## src/rtl/vga_fill_arbiter_pkg.sv

```systemverilog
// Shared constants, register map, fill state encoding and frame buffer
// address packing for the fill arbiter.
package vga_fill_arbiter_pkg;

   localparam int SCREEN_W = 160;
   localparam int SCREEN_H = 120;

   // register offsets from the block base address
   localparam logic [2:0] REG_X0     = 3'd0;
   localparam logic [2:0] REG_Y0     = 3'd1;
   localparam logic [2:0] REG_W      = 3'd2;
   localparam logic [2:0] REG_H      = 3'd3;
   localparam logic [2:0] REG_COLOUR = 3'd4;
   localparam logic [2:0] REG_CMD    = 3'd5;

   // CMD register bit positions
   localparam int CMD_START = 0;
   localparam int CMD_ABORT = 1;

   typedef enum logic [1:0] {
      IDLE = 2'd0,
      FILL = 2'd1,
      DONE = 2'd2
   } fill_state_e;

   function automatic logic [14:0] fb_pack(input logic [6:0] y, input logic [7:0] x);
      return {y, x};
   endfunction

endpackage

```

## src/rtl/vga_fill_arbiter_walker.sv

```systemverilog
// Rectangle walker: snapshots the fill geometry at start, clips it to the
// screen and steps row-major through the pixels, one step per fill grant.
module vga_fill_arbiter_walker #(
   parameter int SCREEN_W = vga_fill_arbiter_pkg::SCREEN_W,
   parameter int SCREEN_H = vga_fill_arbiter_pkg::SCREEN_H
) (
   input  logic       CLK,
   input  logic       RESET,
   input  logic       load,
   input  logic       advance,
   input  logic [7:0] x0,
   input  logic [7:0] y0,
   input  logic [7:0] w,
   input  logic [7:0] h,
   output logic       empty,
   output logic [7:0] x,
   output logic [6:0] y,
   output logic       last
);

   logic [7:0] x_start;
   logic [7:0] x_end;
   logic [6:0] y_end;
   logic [8:0] x_sum;
   logic [8:0] y_sum;
   logic [7:0] x_end_clip;
   logic [6:0] y_end_clip;

   // A fill with no area or an origin off screen writes nothing.
   assign empty = (w == 8'd0) || (h == 8'd0) ||
                  (x0 >= 8'(SCREEN_W)) || (y0 >= 8'(SCREEN_H));

   // 9-bit end coordinates so X0+W-1 cannot wrap before clipping.
   always_comb begin
      x_sum      = {1'b0, x0} + {1'b0, w} - 9'd1;
      y_sum      = {1'b0, y0} + {1'b0, h} - 9'd1;
      x_end_clip = (x_sum > 9'(SCREEN_W - 1)) ? 8'(SCREEN_W - 1) : x_sum[7:0];
      y_end_clip = (y_sum > 9'(SCREEN_H - 1)) ? 7'(SCREEN_H - 1) : y_sum[6:0];
   end

   // Snapshot on load, then raster-step on each fill grant.
   always_ff @(posedge CLK or negedge RESET) begin
      if (!RESET) begin
         x_start <= '0;
         x_end   <= '0;
         y_end   <= '0;
         x       <= '0;
         y       <= '0;
      end else if (load) begin
         x_start <= x0;
         x_end   <= x_end_clip;
         y_end   <= y_end_clip;
         x       <= x0;
         y       <= y0[6:0];
      end else if (advance) begin
         if (x == x_end) begin
            x <= x_start;
            y <= y + 7'd1;
         end else begin
            x <= x + 8'd1;
         end
      end
   end

   assign last = (x == x_end) && (y == y_end);

endmodule

```

## src/rtl/vga_fill_arbiter.sv

```systemverilog
// Frame buffer write-port owner: arbitrates the single-pixel path against
// the rectangle-fill engine and registers the winning write.
//
// state | meaning
// IDLE  | no fill running; pixel path owns every slot
// FILL  | fill engine walking the rectangle, sharing slots with the pixel path
// DONE  | fill finished; DONE_IRQ asserted for this one cycle
module vga_fill_arbiter #(
   parameter logic [7:0] BASE_ADDR     = 8'hC0,
   parameter int         SCREEN_W      = vga_fill_arbiter_pkg::SCREEN_W,
   parameter int         SCREEN_H      = vga_fill_arbiter_pkg::SCREEN_H,
   parameter int         MAX_PIX_BURST = 3
) (
   input  logic        CLK,
   input  logic        RESET,
   input  logic [7:0]  ADDR,
   input  logic [7:0]  DATA,
   input  logic        BUS_WE,
   input  logic        PIX_REQ,
   input  logic [14:0] PIX_ADDR,
   input  logic [7:0]  PIX_DATA,
   output logic        PIX_ACK,
   output logic [14:0] FB_ADDR,
   output logic [7:0]  FB_DATA,
   output logic        FB_WE,
   output logic        BUSY,
   output logic        DONE_IRQ
);

   import vga_fill_arbiter_pkg::*;

   localparam int CNT_W = $clog2(MAX_PIX_BURST + 1);

   fill_state_e      state;
   fill_state_e      state_nxt;
   logic [7:0]       x0_r;
   logic [7:0]       y0_r;
   logic [7:0]       w_r;
   logic [7:0]       h_r;
   logic [7:0]       colour_r;
   logic [7:0]       fill_colour;
   logic [CNT_W-1:0] burst_cnt;
   logic [7:0]       reg_off;
   logic             reg_hit;
   logic             cmd_wr;
   logic             start_cmd;
   logic             abort_cmd;
   logic             fill_pend;
   logic             pix_grant;
   logic             fill_grant;
   logic             walk_load;
   logic             walk_empty;
   logic             walk_last;
   logic [7:0]       walk_x;
   logic [6:0]       walk_y;

   // Bus address decode; abort takes precedence over start in CMD.
   always_comb begin
      reg_off   = ADDR - BASE_ADDR;
      reg_hit   = BUS_WE && (reg_off < 8'd6);
      cmd_wr    = reg_hit && (reg_off[2:0] == REG_CMD);
      start_cmd = cmd_wr && DATA[CMD_START] && !DATA[CMD_ABORT];
      abort_cmd = cmd_wr && DATA[CMD_ABORT];
   end

   // Geometry/colour registers; always writable, the walker keeps its own copy.
   always_ff @(posedge CLK or negedge RESET) begin
      if (!RESET) begin
         x0_r     <= '0;
         y0_r     <= '0;
         w_r      <= '0;
         h_r      <= '0;
         colour_r <= '0;
      end else if (reg_hit) begin
         case (reg_off[2:0])
            REG_X0:     x0_r     <= DATA;
            REG_Y0:     y0_r     <= DATA;
            REG_W:      w_r      <= DATA;
            REG_H:      h_r      <= DATA;
            REG_COLOUR: colour_r <= DATA;
            default:    ;
         endcase
      end
   end

   assign walk_load = (state == IDLE) && start_cmd && !walk_empty;

   vga_fill_arbiter_walker #(
      .SCREEN_W (SCREEN_W),
      .SCREEN_H (SCREEN_H)
   ) u_walker (
      .CLK     (CLK),
      .RESET   (RESET),
      .load    (walk_load),
      .advance (fill_grant),
      .x0      (x0_r),
      .y0      (y0_r),
      .w       (w_r),
      .h       (h_r),
      .empty   (walk_empty),
      .x       (walk_x),
      .y       (walk_y),
      .last    (walk_last)
   );

   // Colour snapshot so COLOUR rewrites do not disturb a running fill.
   always_ff @(posedge CLK or negedge RESET) begin
      if (!RESET) begin
         fill_colour <= '0;
      end else if (walk_load) begin
         fill_colour <= colour_r;
      end
   end

   // One grant per cycle; the fill steals the slot after a full pixel burst.
   // An abort cycle issues no fill grant. Grants are held off during reset.
   always_comb begin
      fill_pend  = (state == FILL) && !abort_cmd;
      pix_grant  = 1'b0;
      fill_grant = 1'b0;
      if (RESET) begin
         if (fill_pend && (burst_cnt == CNT_W'(MAX_PIX_BURST))) begin
            fill_grant = 1'b1;
         end else if (PIX_REQ) begin
            pix_grant = 1'b1;
         end else if (fill_pend) begin
            fill_grant = 1'b1;
         end
      end
   end

   assign PIX_ACK = pix_grant;

   // Burst counter: pixel grants made during FILL since the last fill grant.
   always_ff @(posedge CLK or negedge RESET) begin
      if (!RESET) begin
         burst_cnt <= '0;
      end else if ((state != FILL) || fill_grant) begin
         burst_cnt <= '0;
      end else if (pix_grant && (burst_cnt != CNT_W'(MAX_PIX_BURST))) begin
         burst_cnt <= burst_cnt + CNT_W'(1);
      end
   end

   // FSM state register.
   always_ff @(posedge CLK or negedge RESET) begin
      if (!RESET) begin
         state <= IDLE;
      end else begin
         state <= state_nxt;
      end
   end

   // FSM next state; starts outside IDLE are ignored.
   always_comb begin
      state_nxt = state;
      case (state)
         IDLE: if (start_cmd) state_nxt = walk_empty ? DONE : FILL;
         FILL: begin
            if (abort_cmd) begin
               state_nxt = IDLE;
            end else if (fill_grant && walk_last) begin
               state_nxt = DONE;
            end
         end
         DONE:    state_nxt = IDLE;
         default: state_nxt = IDLE;
      endcase
   end

   // FSM outputs.
   always_comb begin
      BUSY     = (state == FILL);
      DONE_IRQ = (state == DONE);
   end

   // Registered frame buffer write, one cycle after the grant.
   always_ff @(posedge CLK or negedge RESET) begin
      if (!RESET) begin
         FB_WE   <= 1'b0;
         FB_ADDR <= '0;
         FB_DATA <= '0;
      end else begin
         FB_WE <= pix_grant || fill_grant;
         if (fill_grant) begin
            FB_ADDR <= fb_pack(walk_y, walk_x);
            FB_DATA <= fill_colour;
         end else if (pix_grant) begin
            FB_ADDR <= PIX_ADDR;
            FB_DATA <= PIX_DATA;
         end
      end
   end

endmodule
```

## config.mk

```make
export PLATFORM = sky130hd
export DESIGN_NAME = vga_fill_arbiter
export DESIGN_NICKNAME = d
export VERILOG_FILES = /design/src/rtl/vga_fill_arbiter_pkg.sv /design/src/rtl/vga_fill_arbiter_walker.sv /design/src/rtl/vga_fill_arbiter.sv
export SDC_FILE = /design/constraint.sdc
export NUM_CORES = 1
export LEC_CHECK = 0
export CORE_MARGIN = 2
export CORE_UTILIZATION = 40
export CTS_BUF_LIST = sky130_fd_sc_hd__clkbuf_16
export DETAILED_ROUTE_END_ITERATION = 16
export GPL_TIMING_DRIVEN = 0
export MAX_ROUTING_LAYER = met4
export SETUP_SLACK_MARGIN = 0.1
export SYNTH_ARGS = -nofsm -noshare
export SYNTH_HDL_FRONTEND = slang
export SYNTH_SLANG_ARGS = --single-unit
```

## constraint.sdc

```tcl
create_clock -name CLK -period 4.14 [get_ports CLK]
set_clock_uncertainty 0.2 [all_clocks]
set_input_delay 0.621 -clock CLK [delete_from_list [all_inputs] [get_ports CLK]]
set_output_delay 0.621 -clock CLK [all_outputs]
set_load 0.05 [all_outputs]
```

==> results.cfg, run 1 <==
[outcome]
outcome = finished, final reports clean

[synth]
yosysWarnings = 0
yosysTopAreaCell = dfrtp_1
ys_ff_latch = 114
async_flop_share_pct = 100
yosys.cell_types.count = 47
synthCells = 632
yosysSeqAreaShare_pct = 46.8
avgSynthCellArea_um2 = 9.65
synth_area_mm2 = 0.00610
ys_top_cells_by_area = dfrtp_1 (47%), ha_1 (6.8%), mux2_2 (6.1%)
ys.flop_type = dfrtp_1
syn_nets = 710
synth-edff-count = 0
netlist.area_leader.share_pct = 46.8

[layout]
diodes = 0
final_layout_size_suffix_gt1_share_pct = 11.0
final_cell_mix = dfrtp_1 (114), nor2_1 (91), inv_1 (69)
final_common_cell = dfrtp_1
fin_nets = 799
multi_input_area_mm2 = 0.00289
areaGrowthSynthToFinish_pct = 26.4
nFillCells = 1379
register_area_mm2 = 0.00285

[sta]
rsz0062_at_grt = false
max_clock_freq_mhz = 264
setup-tns-final_ns = 0
final_hold_viol_count = 0
post-route-min-period_ns = 3.79
timing.final.crit_share_pct = 91.5
tightest_slew_ns = 0.952
slew_headroom_pct = 35.7
slew_violations = 0
setup_viol = 0

[hold_path]
hp-class = input port to async pin

[flow_run]
drv_cap = 0

[power]
power.total_mw = 3.44
ir_worst_vdd_v = 0.000309
power-per-cell-area_mw_per_mm2 = 446
total_leakage_power_nw = 3.63

[global_route]
grt_util_met2_pct = 32.4
grt_max_degree = 62
overflow = 0
grt_pass1_wl_um = 24900
use_met1_pct = 26.0
antenna_found_initial = 0
met3_usage_pct = 3.60
grt_pass1_vias = 4979
track_usage_pct = 20.0
grt-busiest-layer = met2

[cts]
numCtsBuffers = 17
cts_root_buf = clkbuf_16
clk_pin_slew_worst_paths_ns = 0.06
clock_latency_ns = 0.41
tritoncts = built
clkSinkCount = 114
cts_setup_buffers = 0
h-tree-depth = 4
clockBufferDepth = 2

[worst_setup_path]
required_ns = 3.32
crit_type = input port to primary output
worstSetupStartpointType = input port
crit_path_end_kind = primary output
worstPathArrival_ns = 2.97
critPathMaxFanout = 8

[die]
start_util_pct = 40.6
ioPinCount = 70
rows = 45
core_area_mm2 = 0.0150
die_x_um = 127
die_h_um = 127
die_area_mm2 = 0.0163

[place]
gp_congestion = 0.826
port-buffer-count = 69
dp_hpwl_um = 11000

[routing]
firstDrtPassIters = 5
wl_per_cell_um = 16.0
vias_per_cell = 5.20
drc_errors = 0
ant_nets = 0
drt-total-wl_um = 14700
drt_iter0_drc = 241
vias = 4795
## final timing paths
kind	startpoint	end	slack [ns]	cells past startpoint
max	DATA[1]	PIX_ACK	0.35	8
min	RESET	h_r[2]$_DFFE_PN0P_	0.07	1
max reg2reg	x0_r[1]$_DFFE_PN0P_	u_walker.x_end[3]$_DFFE_PN0P_	0.70	11
min reg2reg	fill_colour[5]$_DFFE_PN0P_	fill_colour[5]$_DFFE_PN0P_	0.27	2
max in group asynchronous	RESET	FB_ADDR[2]$_DFFE_PN0P_	2.93	2
min in group CLK	fill_colour[5]$_DFFE_PN0P_	fill_colour[5]$_DFFE_PN0P_	0.27	2
## metal layers
| metal | part of all wire [%] | vias to the layer above |
|---|---|---|
| li1 | - | 2347 |
| met1 | 48 | 2308 |
| met2 | 46 | 124 |
| met3 | 4.0 | 16 |
| met4 | 1.1 | 0 |
| met5 | 0 | - |
## through the flow
stage	utilization [%]	worst slack, ns	instance area [um2]	hold WS (ns)	instances
floorplan	-	1.23	6100	0.125	632
global placement	46.7	-3.00	7030	0.255	889
detailed placement	46.9	-0.137	7050	0.259	890
CTS	51.3	0.127	7710	0.0961	922
global route	51.3	0.280	7710	0.113	922
finish	51.3	0.352	7710	0.0666	922
## cell families (layout without fill, tap and decap cells)
| logic type | Yosys count | after routing | synth area share [%] |
|---|---|---|---|
| simple gates | 204 | 204 | 15.4 |
| flops | 114 | 114 | 46.8 |
| compound gates | 109 | 109 | 12.1 |
| buf+inv | 93 | 195 | 5.80 |
| xor+xnor | 40 | 40 | 5.74 |
| mux | 37 | 37 | 6.75 |
| fa+ha+maj | 35 | 35 | 7.43 |
## Yosys cell counts, types with 2 or more instances
library cell,n
nand2b_1,4
clkbuf_1,20
or4_1,5
a221oi_1,2
fa_1,2
a31oi_1,8
o211a_1,2
nor3_1,5
xnor2_1,24
dfrtp_1,114
a21o_1,2
nor2b_1,6
a22o_1,2
nand3_1,8
a221o_1,9
or3_1,2
nor4_1,7
or2_2,6
ha_1,33
xor2_1,16
inv_1,68
nand4_1,7
a211oi_1,10
o22ai_1,23
nor2_1,91
mux2i_1,4
a21oi_1,20
mux2_2,33
and3_1,4
buf_2,4
nand2_1,53
o21ai_0,23
## critical path, cell delays in order
cell	delay [ns]
clkdlybuf4s50_1	0.74
and4b_1	0.26
nand4b_1	0.25
and2_1	0.26
clkbuf_1	0.19
a21o_1	0.27
inv_1	0.09
clkbuf_2	0.28
## power by group
group          switching [mW]  total [mW]  internal (mW)
Clock                   0.515        1.64           1.12
Combinational           0.372       0.610          0.238
Sequential             0.0305        1.19           1.16
## registers in the layout, indices dropped and copies added (netlist names)
signal / flops
u_walker.y: 7
h_r: 8
FB_WE: 1
fill_colour: 8
state: 2
burst_cnt: 2
u_walker.x_end: 8
y0_r: 8
u_walker.y_end: 7
u_walker.x: 8
x0_r: 8
FB_ADDR: 15
u_walker.x_start: 8
w_r: 8
FB_DATA: 8
colour_r: 8
## layout make-up
cell class / count / area share [%]
buffer: 25 / 1.28
sequential: 114 / 37.0
timing repair buffer: 70 / 9.22
multi-input combinational: 425 / 37.5
clock buffer: 17 / 5.52
clock inverter: 15 / 3.12
tap: 188 / 3.05
inverter: 68 / 3.31
## what timing repair did
item	CTS	global route
gates resized for setup	1	2
hold buffers	0	0
endpoints found under the setup margin	1	1
No activity file was read; power rests on OpenSTA's default activity.
==> inputs of run 2 (changes only) <==
- CTS_BUF_LIST: sky130_fd_sc_hd__clkbuf_16 -> not set
- CTS_CLUSTER_DIAMETER: not set -> 120
==> run 2 against run 1 <==
Wire length rose by 0.14%; sequential power barely moved; die area did not move; design area rose by 0.13%; flip-flop and latch count did not move; global-route usage barely moved; largest cell class unchanged; highest routed layer unchanged.
==> results.cfg, run 2 (synthesis gave the netlist of run 1 again) <==
[power]
ir_worst_vdd_v = 0.000310
total_leakage_power_nw = 3.63
power-per-cell-area_mw_per_mm2 = 449

[outcome]
outcome = finished, final reports clean

[sta]
rsz0062_at_grt = false
setup_viol = 0
final_hold_viol_count = 0
max_clock_freq_mhz = 264
tightest_slew_ns = 0.974
slew_headroom_pct = 34.3
post-route-min-period_ns = 3.79
setup-tns-final_ns = 0
slew_violations = 0
timing.final.crit_share_pct = 91.5

[layout]
final_layout_size_suffix_gt1_share_pct = 11.2
final_common_cell = dfrtp_1
fin_nets = 799
areaGrowthSynthToFinish_pct = 26.6
largest_reg_flops = 15
final_cell_mix = dfrtp_1 (114), nor2_1 (91), inv_1 (68)
regMostFlops = FB_ADDR
fin_util_pct = 51.4
nFillCells = 1381
diodes = 0

[routing]
vias_per_cell = 5.19
wl_per_cell_um = 16.0
drt-total-wl_um = 14700
top_layer_used = met4
drt_iter0_drc = 299
dr_wl_met2_um = 6860
met3_wirelength_um = 669
firstDrtPassIters = 5
ant_nets = 0
m1WireLength_um = 7030
drc_errors = 0
vias = 4788

[global_route]
grt_max_degree = 62
overflow = 0
antenna_found_initial = 0
track_usage_pct = 20.0
grt_pass1_wl_um = 24900
grt_pass1_vias = 4977

[cts]
h-tree-depth = 4
clk_pin_slew_worst_paths_ns = 0.06
clock_latency_ns = 0.41
numCtsBuffers = 17
clkSinkCount = 114
tritoncts = built
clockBufferDepth = 2
hold_buffers = 0
cts_setup_buffers = 0
cts_root_buf = clkbuf_16

[worst_setup_path]
worstSetupStartpointType = input port
crit_path_end_kind = primary output
worstPathArrival_ns = 2.97
crit_type = input port to primary output
required_ns = 3.32
critPathMaxFanout = 8

[die]
core_area_mm2 = 0.0150
rows = 45
die_x_um = 127
die_area_mm2 = 0.0163
start_util_pct = 40.6
die_h_um = 127
ioPinCount = 70

[flow_run]
drv_cap = 0

[place]
gp_congestion = 0.826
port-buffer-count = 69
dp_hpwl_um = 11000

[hold_path]
hp-class = input port to async pin
-- run 2: changes by cell type in the layout (fill, tap and decap cells not counted) --
cell	delta
clkbuf_1	+1
clkbuf_8	+1
clkinv_1	-1
inv_1	-1
-- run 2: stage by stage --
stage          instance area, um2  power, mW  instances  setup slack [ns]  hold WS (ns)
6_report                     7720       3.47        922             0.352        0.0643
2_1_floorplan                6100       1.61        632              1.23         0.125
3_3_place_gp                 7030       1.81        889             -3.00         0.255
4_1_cts                      7720       3.49        922             0.127        0.0961
5_1_grt                      7720       3.61        922             0.280         0.113
3_5_place_dp                 7050       1.82        890            -0.137         0.259
-- run 2: timing repair --
item	CTS	global route
hold endpoints to repair	0	0
endpoints found under the setup margin	1	1
resized for setup	1	2
-- run 2: final timing paths --
check | cells past startpoint | slack, ns | startpoint | end
worst max register to register | 11 | 0.68 | x0_r[1]$_DFFE_PN0P_ | u_walker.x_end[3]$_DFFE_PN0P_
worst max-delay path | 8 | 0.35 | DATA[1] | PIX_ACK
min in group CLK | 2 | 0.27 | fill_colour[5]$_DFFE_PN0P_ | fill_colour[5]$_DFFE_PN0P_
worst min register to register | 2 | 0.27 | fill_colour[5]$_DFFE_PN0P_ | fill_colour[5]$_DFFE_PN0P_
max in group asynchronous | 2 | 2.94 | RESET | fill_colour[2]$_DFFE_PN0P_
worst min-delay path | 1 | 0.06 | RESET | h_r[2]$_DFFE_PN0P_
-- run 2: layer usage --
layer | GRT usage, % | vias to the layer above
met5 | - | -
met2 | 32.3 | 128
met1 | 26.1 | 2297
met4 | 5.43 | 0
li1 | - | 2347
met3 | 3.60 | 16
-- run 2: final cells by class --
class,instances,area [um2],area share (%)
Clock inverter,13,233,3.01
Buffer,25,98.8,1.28
Sequential cell,114,2850,36.9
Clock buffer,19,443,5.74
Inverter,68,255,3.31
Timing Repair Buffer,70,711,9.20
Multi-Input combinational cell,425,2890,37.5
Tap cell,188,235,3.05
-- run 2: power breakdown --
group	internal, mW	switching, mW
Combinational	0.238	0.372
Clock	1.14	0.518
Sequential	1.16	0.0303
Total	2.55	0.920
-- run 2: worst max-delay path, cell delays in order --
cell and delay, ns:
clkdlybuf4s50_1 0.74, and4b_1 0.26, nand4b_1 0.26, and2_1 0.26, clkbuf_1 0.19, a21o_1 0.27, inv_1 0.09, clkbuf_2 0.28
==> inputs of run 3 (changes only) <==
- ABC_AREA: not set -> 0
==> results of run 3 <==
The final DEF is identical to that of run 2; final timing and power are the same.
